### src/rtl/uart_port_arbiter.sv
// uart_port_arbiter: round-robin share of one UART byte port by NUM_REQ requesters, TX and RX scheduled independently; UART valid 1 cycle after grant, ready pulse 1 cycle after UART handshake.
// Requesters hold valid/data until their ready pulse; define UART_ARB_TX_BUF_EN to decouple TX through a TX_BUF_DEPTH-entry FIFO.
module uart_port_arbiter #(
    parameter int NUM_REQ      = 2,
    parameter int TX_BUF_DEPTH = 4
) (
    input  logic                   clk,
    input  logic                   reset,
    input  logic [NUM_REQ-1:0]     req_tx_valid,
    input  logic [8*NUM_REQ-1:0]   req_tx_data,
    output logic [NUM_REQ-1:0]     req_tx_ready,
    input  logic [NUM_REQ-1:0]     req_rx_valid,
    output logic [7:0]             req_rx_data,
    output logic [NUM_REQ-1:0]     req_rx_ready,
    output logic                   uart_in_valid,
    output logic [7:0]             uart_in_data,
    input  logic                   uart_in_ready,
    output logic                   uart_out_valid,
    input  logic [7:0]             uart_out_data,
    input  logic                   uart_out_ready,
    output logic                   tx_idle
);
    localparam int              IW        = $clog2(NUM_REQ);
    localparam logic [IW-1:0]   LAST_INIT = IW'(NUM_REQ - 1);

    typedef enum logic [1:0] {TX_IDLE, TX_BUSY, TX_DONE} tx_state_e;
    typedef enum logic [1:0] {RX_IDLE, RX_BUSY, RX_DONE} rx_state_e;

    if (NUM_REQ < 2 || NUM_REQ > 8) begin : g_bad_num_req
        $error("uart_port_arbiter: NUM_REQ must be in 2..8");
    end
    if (TX_BUF_DEPTH < 2 || (TX_BUF_DEPTH & (TX_BUF_DEPTH - 1)) != 0) begin : g_bad_depth
        $error("uart_port_arbiter: TX_BUF_DEPTH must be a power of two >= 2");
    end

    // First requester with valid set, searching upward from the one after `last`.
    function automatic logic [IW-1:0] rr_pick(input logic [NUM_REQ-1:0] vld,
                                              input logic [IW-1:0]    last);
        logic [IW-1:0] pick;
        logic          found;
        int            idx;
        pick  = last;
        found = 1'b0;
        for (int k = 1; k <= NUM_REQ; k++) begin
            idx = (int'(last) + k) % NUM_REQ;
            if (!found && vld[IW'(idx)]) begin
                pick  = IW'(idx);
                found = 1'b1;
            end
        end
        return pick;
    endfunction

    // ---------------- TX arbitration ----------------
    tx_state_e             tx_state_q, tx_state_d;
    logic [IW-1:0]         tx_last_q, tx_last_d;
    logic [IW-1:0]         tx_grant_q, tx_grant_d;
    logic [NUM_REQ-1:0]    req_tx_ready_q, req_tx_ready_d;
    logic [IW-1:0]         tx_pick;
    logic [7:0]            tx_byte_sel;
    logic                  uart_in_valid_q, uart_in_valid_d;
    logic [7:0]            uart_in_data_q, uart_in_data_d;

    assign tx_pick = rr_pick(req_tx_valid, tx_last_q);

    always_comb begin
        tx_byte_sel = 8'h00;
        for (int i = 0; i < NUM_REQ; i++) begin
            if (tx_pick == IW'(i)) tx_byte_sel = req_tx_data[8*i +: 8];
        end
    end

`ifdef UART_ARB_TX_BUF_EN
    localparam int          AW           = $clog2(TX_BUF_DEPTH);
    localparam logic [AW:0] BUF_FULL_CNT = (AW+1)'(TX_BUF_DEPTH);

    typedef enum logic {DR_IDLE, DR_SEND} dr_state_e;

    logic [7:0]    buf_mem_q [TX_BUF_DEPTH];
    logic [AW-1:0] wr_ptr_q, wr_ptr_d;
    logic [AW-1:0] rd_ptr_q, rd_ptr_d;
    logic [AW:0]   count_q, count_d;
    logic [7:0]    tx_byte_q, tx_byte_d;
    dr_state_e     dr_state_q, dr_state_d;
    logic          buf_push, buf_pop, buf_full;

    assign buf_full = (count_q == BUF_FULL_CNT);

    // Grant side: the byte is parked in tx_byte_q, pushed in BUSY, acknowledged in DONE.
    always_comb begin
        tx_state_d     = tx_state_q;
        tx_last_d      = tx_last_q;
        tx_grant_d     = tx_grant_q;
        tx_byte_d      = tx_byte_q;
        req_tx_ready_d = '0;
        buf_push       = 1'b0;
        case (tx_state_q)
            TX_IDLE: begin
                if (|req_tx_valid && !buf_full) begin
                    tx_grant_d = tx_pick;
                    tx_byte_d  = tx_byte_sel;
                    tx_state_d = TX_BUSY;
                end
            end
            TX_BUSY: begin
                buf_push                   = 1'b1;
                req_tx_ready_d[tx_grant_q] = 1'b1;
                tx_last_d                  = tx_grant_q;
                tx_state_d                 = TX_DONE;
            end
            TX_DONE: tx_state_d = TX_IDLE;
            default: tx_state_d = TX_IDLE;
        endcase
    end

    always_comb begin
        dr_state_d      = dr_state_q;
        uart_in_valid_d = uart_in_valid_q;
        uart_in_data_d  = uart_in_data_q;
        buf_pop         = 1'b0;
        case (dr_state_q)
            DR_IDLE: begin
                if (count_q != '0) begin
                    uart_in_data_d  = buf_mem_q[rd_ptr_q];
                    uart_in_valid_d = 1'b1;
                    dr_state_d      = DR_SEND;
                end
            end
            DR_SEND: begin
                if (uart_in_ready) begin
                    buf_pop         = 1'b1;
                    uart_in_valid_d = 1'b0;
                    dr_state_d      = DR_IDLE;
                end
            end
            default: dr_state_d = DR_IDLE;
        endcase
    end

    always_comb begin
        wr_ptr_d = buf_push ? wr_ptr_q + AW'(1) : wr_ptr_q;
        rd_ptr_d = buf_pop  ? rd_ptr_q + AW'(1) : rd_ptr_q;
        count_d  = count_q + (AW+1)'(buf_push) - (AW+1)'(buf_pop);
    end

    always_ff @(posedge clk) begin
        if (buf_push) buf_mem_q[wr_ptr_q] <= tx_byte_q;
    end

    always_ff @(posedge clk) begin
        if (reset) begin
            tx_state_q      <= TX_IDLE;
            tx_last_q       <= LAST_INIT;
            tx_grant_q      <= '0;
            tx_byte_q       <= 8'h00;
            req_tx_ready_q  <= '0;
            dr_state_q      <= DR_IDLE;
            uart_in_valid_q <= 1'b0;
            uart_in_data_q  <= 8'h00;
            wr_ptr_q        <= '0;
            rd_ptr_q        <= '0;
            count_q         <= '0;
        end else begin
            tx_state_q      <= tx_state_d;
            tx_last_q       <= tx_last_d;
            tx_grant_q      <= tx_grant_d;
            tx_byte_q       <= tx_byte_d;
            req_tx_ready_q  <= req_tx_ready_d;
            dr_state_q      <= dr_state_d;
            uart_in_valid_q <= uart_in_valid_d;
            uart_in_data_q  <= uart_in_data_d;
            wr_ptr_q        <= wr_ptr_d;
            rd_ptr_q        <= rd_ptr_d;
            count_q         <= count_d;
        end
    end

    assign tx_idle = (count_q == '0) && (dr_state_q == DR_IDLE);
`else
    always_comb begin
        tx_state_d      = tx_state_q;
        tx_last_d       = tx_last_q;
        tx_grant_d      = tx_grant_q;
        uart_in_valid_d = uart_in_valid_q;
        uart_in_data_d  = uart_in_data_q;
        req_tx_ready_d  = '0;
        case (tx_state_q)
            TX_IDLE: begin
                if (|req_tx_valid) begin
                    tx_grant_d      = tx_pick;
                    uart_in_data_d  = tx_byte_sel;
                    uart_in_valid_d = 1'b1;
                    tx_state_d      = TX_BUSY;
                end
            end
            TX_BUSY: begin
                if (uart_in_ready) begin
                    uart_in_valid_d            = 1'b0;
                    req_tx_ready_d[tx_grant_q] = 1'b1;
                    tx_last_d                  = tx_grant_q;
                    tx_state_d                 = TX_DONE;
                end
            end
            TX_DONE: tx_state_d = TX_IDLE;
            default: tx_state_d = TX_IDLE;
        endcase
    end

    always_ff @(posedge clk) begin
        if (reset) begin
            tx_state_q      <= TX_IDLE;
            tx_last_q       <= LAST_INIT;
            tx_grant_q      <= '0;
            uart_in_valid_q <= 1'b0;
            uart_in_data_q  <= 8'h00;
            req_tx_ready_q  <= '0;
        end else begin
            tx_state_q      <= tx_state_d;
            tx_last_q       <= tx_last_d;
            tx_grant_q      <= tx_grant_d;
            uart_in_valid_q <= uart_in_valid_d;
            uart_in_data_q  <= uart_in_data_d;
            req_tx_ready_q  <= req_tx_ready_d;
        end
    end

    assign tx_idle = (tx_state_q == TX_IDLE) && !uart_in_valid_q;
`endif

    assign uart_in_valid = uart_in_valid_q;
    assign uart_in_data  = uart_in_data_q;
    assign req_tx_ready  = req_tx_ready_q;

    // ---------------- RX arbitration (own pointer, never blocked by TX) ----------------
    rx_state_e             rx_state_q, rx_state_d;
    logic [IW-1:0]         rx_last_q, rx_last_d;
    logic [IW-1:0]         rx_grant_q, rx_grant_d;
    logic [NUM_REQ-1:0]    req_rx_ready_q, req_rx_ready_d;
    logic [7:0]            req_rx_data_q, req_rx_data_d;
    logic                  uart_out_valid_q, uart_out_valid_d;
    logic [IW-1:0]         rx_pick;

    assign rx_pick = rr_pick(req_rx_valid, rx_last_q);

    always_comb begin
        rx_state_d       = rx_state_q;
        rx_last_d        = rx_last_q;
        rx_grant_d       = rx_grant_q;
        uart_out_valid_d = uart_out_valid_q;
        req_rx_data_d    = req_rx_data_q;
        req_rx_ready_d   = '0;
        case (rx_state_q)
            RX_IDLE: begin
                if (|req_rx_valid) begin
                    rx_grant_d       = rx_pick;
                    uart_out_valid_d = 1'b1;
                    rx_state_d       = RX_BUSY;
                end
            end
            RX_BUSY: begin
                if (uart_out_ready) begin
                    uart_out_valid_d           = 1'b0;
                    req_rx_data_d              = uart_out_data;
                    req_rx_ready_d[rx_grant_q] = 1'b1;
                    rx_last_d                  = rx_grant_q;
                    rx_state_d                 = RX_DONE;
                end
            end
            RX_DONE: rx_state_d = RX_IDLE;
            default: rx_state_d = RX_IDLE;
        endcase
    end

    always_ff @(posedge clk) begin
        if (reset) begin
            rx_state_q       <= RX_IDLE;
            rx_last_q        <= LAST_INIT;
            rx_grant_q       <= '0;
            uart_out_valid_q <= 1'b0;
            req_rx_data_q    <= 8'h00;
            req_rx_ready_q   <= '0;
        end else begin
            rx_state_q       <= rx_state_d;
            rx_last_q        <= rx_last_d;
            rx_grant_q       <= rx_grant_d;
            uart_out_valid_q <= uart_out_valid_d;
            req_rx_data_q    <= req_rx_data_d;
            req_rx_ready_q   <= req_rx_ready_d;
        end
    end

    assign uart_out_valid = uart_out_valid_q;
    assign req_rx_data    = req_rx_data_q;
    assign req_rx_ready   = req_rx_ready_q;

endmodule
### config.mk
export PLATFORM = sky130hd
export DESIGN_NAME = uart_port_arbiter
export DESIGN_NICKNAME = d
export VERILOG_FILES = /design/src/rtl/uart_port_arbiter.sv
export SDC_FILE = /design/constraint.sdc
export NUM_CORES = 1
export LEC_CHECK = 0
export CAP_MARGIN = 5
export CORE_ASPECT_RATIO = 2
export CORE_UTILIZATION = 41
export DETAILED_ROUTE_END_ITERATION = 8
export PLACE_DENSITY = 0.78
export SETUP_SLACK_MARGIN = 0.02
export SLEW_MARGIN = 10
export SYNTH_ARGS = -nofsm -noshare
export SYNTH_HDL_FRONTEND = slang
export SYNTH_SLANG_ARGS = --single-unit
### constraint.sdc
create_clock -name clk -period 2 [get_ports clk]
set_input_delay 0.4 -clock clk [delete_from_list [all_inputs] [get_ports clk]]
set_output_delay 0.4 -clock clk [all_outputs]
set_load 0.02 [all_outputs]
== Word level (Yosys, flattened, before mapping) ==
Index checks and enable logic that the tools add are counted.

* Flip-flop bits (word level): 30
* ROM bits: 0
* Word-level logic and storage cells: 89
* Bits in latches: 0
* Output and inout port bits: 23
* Memories kept: 0
* Input bits: 32
* Memory bits (writable): 0

* Shifts and indexed selects: 0
* $mul: 0
* Muxes and demuxes: 31
* Reduce and logical (&&, ||, !) cells: 24
* $lt $le $gt $ge: 8
* Div/mod/pow operators: 0
* Equality and inequality tests: 6
* Bitwise gates (word level): 4
* $add $sub $neg: 4

{| class="wikitable"
|+ Operator list
! kind !! number
|-
| 1-bit 2-to-1 mux || 20
|-
| 1-bit by 3-bit less-than comparator with 1-bit output (second input constant) || 4
|-
| 2-bit AND reduction || 6
|-
| 2-bit 2-to-1 mux || 4
|-
| 8-bit 2-to-1 mux || 1
|-
| 2-bit != test (second input constant) || 4
|-
| 2-bit one-hot mux with 2 select lines || 2
|-
| 3-bit AND reduction || 2
|-
| 3-bit OR reduction || 2
|-
| 1-bit logical AND || 5
|-
| 1-bit adder (second input constant) || 4
|-
| 2-bit by 1-bit equality test with 1-bit output (second input constant) || 2
|-
| 2-bit zero test || 2
|-
| 1-bit by 2-bit less-than comparator with 1-bit output (second input constant) || 2
|-
| 1-bit inverter || 4
|-
| 1-bit one-hot mux with 2 select lines || 2
|-
| 2-bit nonzero test || 2
|-
| 2-bit OR reduction || 2
|-
| 1-bit zero test || 3
|-
| 1-bit demux with 1-bit select || 2
|-
| 1-bit greater-or-equal comparator (second input constant) || 2
|}

== Depth between registers and ports, before layout ==
Gate-level depths: netlist of the first run.

* Depth in word-level cells: 9
* Gate-level depth with buffers: 4
* Depth with buffers taken out: 3

== Worst setup path before layout of the first run ==
OpenSTA, ideal clock, no wires.

* Kind: register -> output
* Start point: reg uart_in_valid_q, in the netlist uart_in_valid
* End point: out tx_idle
* Cell stages (with the launch flop): 2
* Path slack: 0.703 ns
* Buffers on the path: 0
* Data required time: 1.600 ns
* Arrival: 0.897 ns
* Cell sequence: dfxtp_1 -> nor3_1

* Word-level cells in the longest chain between the ends: 2

{| class="wikitable"
|+ Ends and longest elaborated chain
! element !! line !! RTL
|-
| from (decl) || 61 || <nowiki>logic uart_in_valid_q, uart_in_valid_d;</nowiki>
|-
| from (signal assigned) || 221 || <nowiki>uart_in_valid_q <= uart_in_valid_d;</nowiki>
|-
| 1-bit zero test || 227 || <nowiki>assign tx_idle = (tx_state_q == TX_IDLE) && !uart_in_valid_q;</nowiki>
|-
| 1-bit logical AND || 227 ||
|-
| to (decl) || 21 || <nowiki>output logic tx_idle</nowiki>
|}

No other way between the ends.

== Final worst setup path of the first run ==
Ends and elaborated chain as after synthesis.

==> results of run 1 <==
[worst max-delay path: stages, from the launching register on]
cell                              delay, ns
sky130_fd_sc_hd__dfxtp_1               0.32
sky130_fd_sc_hd__nor3_1                0.18
sky130_fd_sc_hd__clkdlybuf4s50_1       0.64
[final cells by class]
cell class / instances / area, um2 / share of cell area [%]
clock inverter: 1 / 5.005 / 0.2845
sequential: 30 / 600.6 / 34.14
inverter: 3 / 11.26 / 0.6401
tap: 28 / 35.03 / 1.991
clock buffer: 7 / 86.33 / 4.908
multi-input combinational: 73 / 442.9 / 25.18
timing repair buffer: 59 / 578.1 / 32.86
[power by group through the flow]
stage | Combinational, mW | Clock (mW) | Sequential [mW]
global placement | 0.325 | 0 | 0.687
finish | 0.332 | 0.497 | 0.677
global route | 0.358 | 0.540 | 0.683
floorplan | 0.117 | 0 | 0.729
CTS | 0.334 | 0.512 | 0.677
detailed placement | 0.332 | 0 | 0.689
[flip-flops by register name (all words and copies together), names as in the netlist]
| name | count |
|---|---|
| tx_last_q | 1 |
| rx_last_q | 1 |
| req_rx_data | 8 |
| req_tx_ready | 2 |
| req_rx_ready | 2 |
| uart_in_valid | 1 |
| rx_grant_q | 1 |
| uart_in_data | 8 |
| uart_out_valid | 1 |
| tx_grant_q | 1 |
| tx_state_q | 2 |
| rx_state_q | 2 |
[layer usage]
layer / global-route usage, % / wire length, um
met5: 0 / 0
met4: 13.10 / 68
met3: 6.269 / 194
met2: 41.62 / 1503
met1: 22.08 / 1097
[how the worst max path moves through the flow]
stage,from,endpoint,depth (start not counted)
6_report,uart_in_valid,tx_idle,2
5_1_grt,tx_state_q[1],tx_idle,2
4_1_cts,uart_in_valid,tx_idle,2
3_5_place_dp,req_tx_valid[0],uart_in_data[6],4
3_3_place_gp,req_tx_valid[0],uart_in_data[6],4
2_1_floorplan,uart_in_valid,tx_idle,1
[Yosys cell counts]
library cell                 n  area, um2
sky130_fd_sc_hd__a211o_2     1      10.01
sky130_fd_sc_hd__a211oi_1    2      15.01
sky130_fd_sc_hd__a21oi_1    13      65.06
sky130_fd_sc_hd__a22o_1      8      70.07
sky130_fd_sc_hd__a311oi_1    8      70.07
sky130_fd_sc_hd__and2_1      1      6.260
sky130_fd_sc_hd__buf_2       1      5.000
sky130_fd_sc_hd__clkbuf_1    5      18.77
sky130_fd_sc_hd__dfxtp_1    30      600.6
sky130_fd_sc_hd__inv_1       3      11.26
sky130_fd_sc_hd__nand2_1    18      67.56
sky130_fd_sc_hd__nand3b_1    2      15.01
sky130_fd_sc_hd__nor2_1      4      15.01
sky130_fd_sc_hd__nor2_2      1      6.260
sky130_fd_sc_hd__nor2b_1     1      6.260
sky130_fd_sc_hd__nor3_1      5      25.02
sky130_fd_sc_hd__nor4_1      1      6.260
sky130_fd_sc_hd__o2bb2ai_1   1      8.760
sky130_fd_sc_hd__or2_1       1      6.260
sky130_fd_sc_hd__or3_1       1      6.260
sky130_fd_sc_hd__or3b_2      2      17.52
sky130_fd_sc_hd__xnor2_1     1      8.760
sky130_fd_sc_hd__xor2_1      2      17.52
[cells by family after synthesis]
family / count (synthesis)
compound gates: 33
buf+inv: 9
flops: 30
xor+xnor: 3
simple gates: 37
==> results, run 1 <==
- The flow ran to the end, and the final reports show no timing, DRC or antenna violations.
- The number of clock buffers added by TritonCTS is 5.
- Setup repair after global routing left no endpoint under its margin.
- The required arrival time at the worst endpoint is roughly 1.6 ns.
- The overall track demand over capacity in global routing is between 20% and 30%.
- After synthesis the cells add up to 0.001079 mm2.
- The first TritonRoute pass finished after 4 iterations.
- The share of total power consumed by net switching is 26.89%.
- Counting distinct cell types in the post-synthesis netlist gives 23.
- Internal power comes to between 1 and 1.5 mW.
- Synthesis produced a netlist whose cell count is 112.
- The site row count is 26.
- On the final layout, the worst hold slack is about 0.45 ns.
- In this run the number of H-tree levels came out at 2.
- Combinational logic burns 22.0% of the power.
- The violation count after the first detailed-route iteration is 20.
- The routed length per placed instance is around 14 um.
- The number of gates given a new drive strength after cts is 0.
- The global-route congestion overflow total is 0.
- Dividing the final minimum period by the clock period gives around 90%.
- The library cell used as clock root buffer is sky130_fd_sc_hd__clkbuf_8.
- The hold violation total from the final report is 0.
- Cells fill between 60 and 70% of the core in the end.
- The launch point of the worst hold path is rx_grant_q.
- The average instance area after synthesis is 9.630 um2.
- The clock tree skew after final layout is around 0.0052 ns.
- The floorplan step set the die width to approximately 38 um.
- The endpoint of the worst hold-timing path is req_rx_ready[0].
- Once the clock tree was built, the setup fixing pass inserted 0 buffers.
- The min-delay analysis places its worst path in the category reg2reg.
- The placed cell count is just under 200.
- Summing the areas of all and, or, nand and nor instances in the mapped netlist gives between 15 and 20% of the synthesized area.
- Once routing completed, OpenROAD measured the worst setup slack at ~0.18 ns.
- The number of antenna violations at the first check in global routing was 0.
- At the placement stage, the worst setup path has a slack of approximately 0.026 ns.
- Summing the areas of all xor and xnor instances in the mapped netlist gives 2.436% of the synthesized area.
- The kind of critical path is reg2out.
- The startpoint kind of the worst setup timing path is a flip-flop.
- Input and output buffers added on the ports amount to 54.
- In the routed design, unresolved DRC markers number 0.
- Setup violations remaining at the end of the flow were counted as 0.
- Leaving out fill and tap cells, the most frequent cells in the layout are sky130_fd_sc_hd__clkdlybuf4s50_1 (54), sky130_fd_sc_hd__dfxtp_1 (30), sky130_fd_sc_hd__nand2_1 (18), sky130_fd_sc_hd__a21oi_1 (13).
- The floorplan die area is 0.002852 mm2.
- The detail route stage leaves a number of antenna-violating nets equal to 0.
- The worst register-to-register path ends at req_rx_data[6].
- The post-synthesis adder-cell area fraction is 0%.
- The worst-skew pair later-pin latency is 0.28 ns.
- The flip-flop and latch count after synthesis is 30.
- The clock network accounts for about a third of the total power.
- Headroom to the max-slew limit came out at 52.34%.
- Across all layers, the routed design uses ~1100 vias.
- The nature of the critical path endpoint is an output port.
- The register share of total power is ~45%.
- IR analysis of the VDD net gives a maximum drop of roughly 0.47 mV.
- The dominant combinational cell family by area after synthesis is compound AO/OA/AOI/OAI gates.
- The reported leakage power is 0.6789 nW.
- The register-to-register setup slack is around 0.52 ns.
- The final HPWL from detailed placement is about 2200 um.
- The core region is ~0.0025 mm2.
- The number of nets in the finished design is about 200.
- After layout, the design draws a total of 1.505 mW.
- The quantity of hold-fixing buffers added after cts is 0.
- In the routed layout, each cell is associated on average with a via count of between 5 and 6.
- At the end of routability-driven placement, the weighted congestion stood at a little under 0.7.
- The count of yosys warnings during synthesis is 0.
- The top achievable clock speed is between 0.5 and 0.6 GHz.
- Counting instances, the worst hold path has a depth of 1.
- The clock drives 30 sinks.
- The finished cells cover about 0.0018 mm2.
- Counting I/O delays and the setup requirement, the final critical path takes about 1.8 ns.
- The synthesized netlist devotes between 20% and 30% of its cell area to compound gates.
- The startpoint of the lowest-slack register-to-register path is rx_state_q[1].
- In the synthesized netlist, mux cells make up 0% of the area.
- The post-synthesis to final-layout area growth is 63.11%.
- The data arrival time at the worst-slack endpoint is 1.42 ns.
- Entering global routing, the biggest net connects 14 pins.
- The wire length of the first global-routing pass is 4595 um.
- Counting along the longest clock path gives a buffer depth of 2.
- For the pin with the worst max-slew slack, the measured transition is 0.7098 ns.
- TritonCTS built the clock tree.
- Leaving out fill and tap cells, the most frequent cell in the layout is sky130_fd_sc_hd__clkdlybuf4s50_1.
- The power density relative to cell area is approximately 860 mW/mm2.
- The max-slew violation total from the final report is 0.
- The wire length after detailed routing is around 2900 um.
- Clock-pin slew was measured on the worst setup and hold paths at about 0.06 ns.
- The final antenna diode count is 0.
- The worst register-to-register path has a depth of 3.
- The number of fillers in the final layout is between 200 and 250.
- For this configuration, the core starts out at a cell density of between 40 and 50%.
- The chip height is 74.53 um.
- The number of global-route vias before repair is 1087.
- The post-synthesis sequential area ratio is 55.68%.
- The total net switching power is just over 0.4 mW.
- Of the cells placed in the final design, the portion with a size suffix greater than 1 is 9.249%.
- Synthesis produced a netlist with a net count of approximately 140.
- Across the run, the number of max-cap violations was 0.
- The summed negative setup slack over all endpoints is 0 ns.
- The final cell count without fillers is between 200 and 250.
- The maximum fanout along the worst path is 3.
- The area of placed instances is between 0.0015 and 0.002 mm2.
- The I/O pin count is 55.
No activity file was read; power rests on OpenSTA's default activity.
==> run 2: changes to the inputs <==
CORE_MARGIN = 2   (was not set)
CORE_UTILIZATION = 40   (was 41)
PLACE_DENSITY = 0.76   (was 0.78)
REMOVE_ABC_BUFFERS = 1   (was not set)
==> results, run 2 (synthesis results as in run 1) <==
- The total number of clock tree sinks is 30 (unchanged).
- The path with the worst hold slack has its endpoint at req_tx_ready[0].
- The final cell count without fillers is 200 (-0.50%).
- The part of the cycle the worst path needs came to 91.84% (+0.68 points).
- The share of post-route cells with drive strength above 1 is 8.721% (-0.53 points).
- The post-route cell area is 0.001752 mm2 (-0.43%).
- The TritonCTS buffer count was 5 (unchanged).
- By startpoint and endpoint, the worst setup path is classified as reg2out.
- The total vias in the final route is 1036 (-2.5%).
- The wire length of the first global-routing pass is 4202 um (-8.6%).
- The violation count after the first detailed-route iteration is 16 (-20%).
- The worst hold path belongs to the class reg2reg.
- The number of antenna violations at the first check in global routing is 0 (unchanged).
- The power density relative to cell area was 852.5 mW/mm2 (-0.35%).
- The count of TritonRoute iterations in the first routing pass is 2 (-2).
- The worst-case headroom to the max-slew limit is 53.51% (+1.2 points).
- The met1 wire length came to 855 um (-22%).
- The multi-input logic area is 442.9 um2 (unchanged).
- The area of placed instances is 0.001660 mm2 (-0.45%).
- The largest net degree at the start of global routing is 16 (+2).
- The number of fillers in the final layout is 213 (-1.8%).
- The maximum fanout along the worst path is 3 (unchanged).
- The initial cell density of the core was 41.97% (-0.54 points).
- The hold violation total from the final report is 0 (unchanged).
- The top cell types in the final layout, fill and taps aside, are sky130_fd_sc_hd__clkdlybuf4s50_1 (54), sky130_fd_sc_hd__dfxtp_1 (30), sky130_fd_sc_hd__nand2_1 (18), sky130_fd_sc_hd__a21oi_1 (13).
- The count of maximum capacitance violations was 0 (unchanged).
- The floorplan die area is 0.003153 mm2 (+11%).
- The die extent in x is 40.72 um (+6.4%).
- The number of antenna-violating nets in the routed design is 0 (unchanged).
- The largest individual stage delay along the critical path comes from the cell sky130_fd_sc_hd__clkdlybuf4s50_1.
- The length in cells of the worst reg-to-reg path is 3 (unchanged).
- The quantity of hold-fixing buffers added after cts is 0 (unchanged).
- The max-slew violation total from the final report is 0 (unchanged).
- The wire length after detailed routing is 2678 um (-6.5%).
- The top achievable clock speed is 0.5444 GHz (-0.74%).
- The worst IR drop on VDD is 0.6745 mV (+43%).
- Setup repair after global routing left no endpoint under its margin.
- The count of unresolved DRC violations after routing was 0 (unchanged).
- The startpoint kind of the worst setup timing path is a flip-flop.
- The floorplan core area is 0.002570 mm2 (+1.3%).
- The register cell area after layout is 600.6 um2 (unchanged).
- The number of vias per cell is 5.180 (-2.1%).
- The I/O pin count is 55 (unchanged).
- The post-synthesis to final-layout area growth is 62.41%.
- The amount of wire on met3 after detailed routing came to 208 um (+7.2%).
- The chip height was 77.44 um (+3.9%).
- The nature of the critical path endpoint is an output port.
- The clock tree buffer depth is 2 (unchanged).
- The routability congestion estimate from global placement is 0.7094 (+2.9%).
- The final antenna diode count came to 0 (unchanged).
- The slew of the pin with the lowest slew margin is 0.6924 ns (-0.01736 ns).
- The endpoint identified for the worst register-to-register timing path is rx_last_q.
- The routed length on met2 was 1571 um (+4.5%).
- The number of H-tree levels is 2 (unchanged).
- The register-to-register setup slack was 0.56 ns (+0.04 ns).
- The clock tree skew after final layout is 0.003792 ns (-0.001400 ns).
- The number of global-route vias before repair is 1029 (-5.3%).
- The overall track demand over capacity in global routing was 19.56% (-3.6 points).
- The run finished with clean final reports.
- The final-report setup violation count is 0 (unchanged).
- The longest individual stage delay on the worst path is 0.64 ns (about the same).
- The site row count is 26 (unchanged).
- The worst hold path begins at tx_grant_q.
- The highest layer used for signal routing is met4.
- The summed negative setup slack over all endpoints is 0 ns (unchanged).
- The required arrival time at the worst endpoint is 1.60 ns (about the same).
- The clock tree from TritonCTS is built.
- The final design utilization is 68.16% (-1.2 points).
- The number of gates given a new drive strength after cts is 0 (unchanged).
- The number of nets in the finished design is 203 (-0.49%).
- The number of buffers inserted by port buffering is 54 (unchanged).
- The clock period minus worst slack is 1.837 ns (+0.01358 ns).
- The worst-skew pair later-pin latency was 0.27 ns (about the same).
- Walking the worst path, the cells encountered are nor3_1 > clkdlybuf4s50_1.
- The instance count along the most critical hold path is 1 (unchanged).
- The global-route congestion overflow total is 0 (unchanged).
- The most common cell after layout, fill and taps aside is sky130_fd_sc_hd__clkdlybuf4s50_1.
- The placed cell count is 192 (-0.52%).
- The reported leakage power is 0.6741 nW (-0.71%).
- The number of buffers inserted by post-CTS setup repair came to 0 (unchanged).
- The data arrival time at the worst-slack endpoint is 1.44 ns (+0.02 ns).
- The startpoint of the lowest-slack register-to-register path is rx_state_q[1].
- The final HPWL from detailed placement is 2150 um (-0.45%).
- The routed length per placed instance was 13.39 um (-6.0%).
- The library cell used as clock root buffer is sky130_fd_sc_hd__clkbuf_8.
- The clock input transition at the sequential cells of the worst setup and hold paths is 0.06 ns (about the same).
-- run 2: cell count changes in the layout (fill, tap and decap cells not counted), sizes merged --
cell / delta
buf: -1
-- run 2: area by class of cell --
class | count | share of cell area [%]
Clock inverter | 1 | 0.2857
Sequential cell | 30 | 34.29
Tap cell | 28 | 2.000
Clock buffer | 7 | 4.929
Multi-Input combinational cell | 73 | 25.29
Timing Repair Buffer | 58 | 32.57
Inverter | 3 | 0.6429
-- run 2: layer usage --
metal | up-vias | global-route usage (%)
li1 | 522 | -
met1 | 458 | 15.54
met2 | 51 | 36.03
met3 | 5 | 7.714
met4 | 0 | 9.000
met5 | - | 0
-- run 2: metrics by stage --
| step | worst slack (ns) | total power, mW | hold WS [ns] |
|---|---|---|---|
| global route | 0.07596 | 1.562 | 0.4697 |
| global placement | 0.09903 | 1.012 | 0.4319 |
| floorplan | 0.7032 | 0.8369 | 0.4102 |
| finish | 0.1632 | 1.493 | 0.4512 |
| CTS | 0.1529 | 1.508 | 0.4580 |
| detailed placement | 0.03024 | 1.020 | 0.4466 |
-- run 2: report_power, final --
part | switching [mW] | internal [mW] | leakage (nW)
logic | 0.155 | 0.174 | 0.379
registers | 0.0296 | 0.648 | 0.247
clock network | 0.210 | 0.277 | 0.0482
total | 0.394 | 1.10 | 0.674
-- run 2: critical path, delay by kind of cell (launching register included) --
kind	cells	cell delay, ns
buffers and inverters	1	0.64
flip-flops	1	0.33
AND/OR/NAND/NOR	1	0.20
-- run 2: how the worst max path moves through the flow --
stage	startpoint	end	slack [ns]	cells past startpoint
6_report	uart_in_valid	tx_idle	0.16	2
5_1_grt	uart_in_valid	tx_idle	0.08	2
4_1_cts	uart_in_valid	tx_idle	0.15	2
3_5_place_dp	req_tx_valid[0]	uart_in_data[4]	0.03	4
3_3_place_gp	uart_out_ready	rx_last_q	0.1	4
2_1_floorplan	uart_in_valid	tx_idle	0.70	1
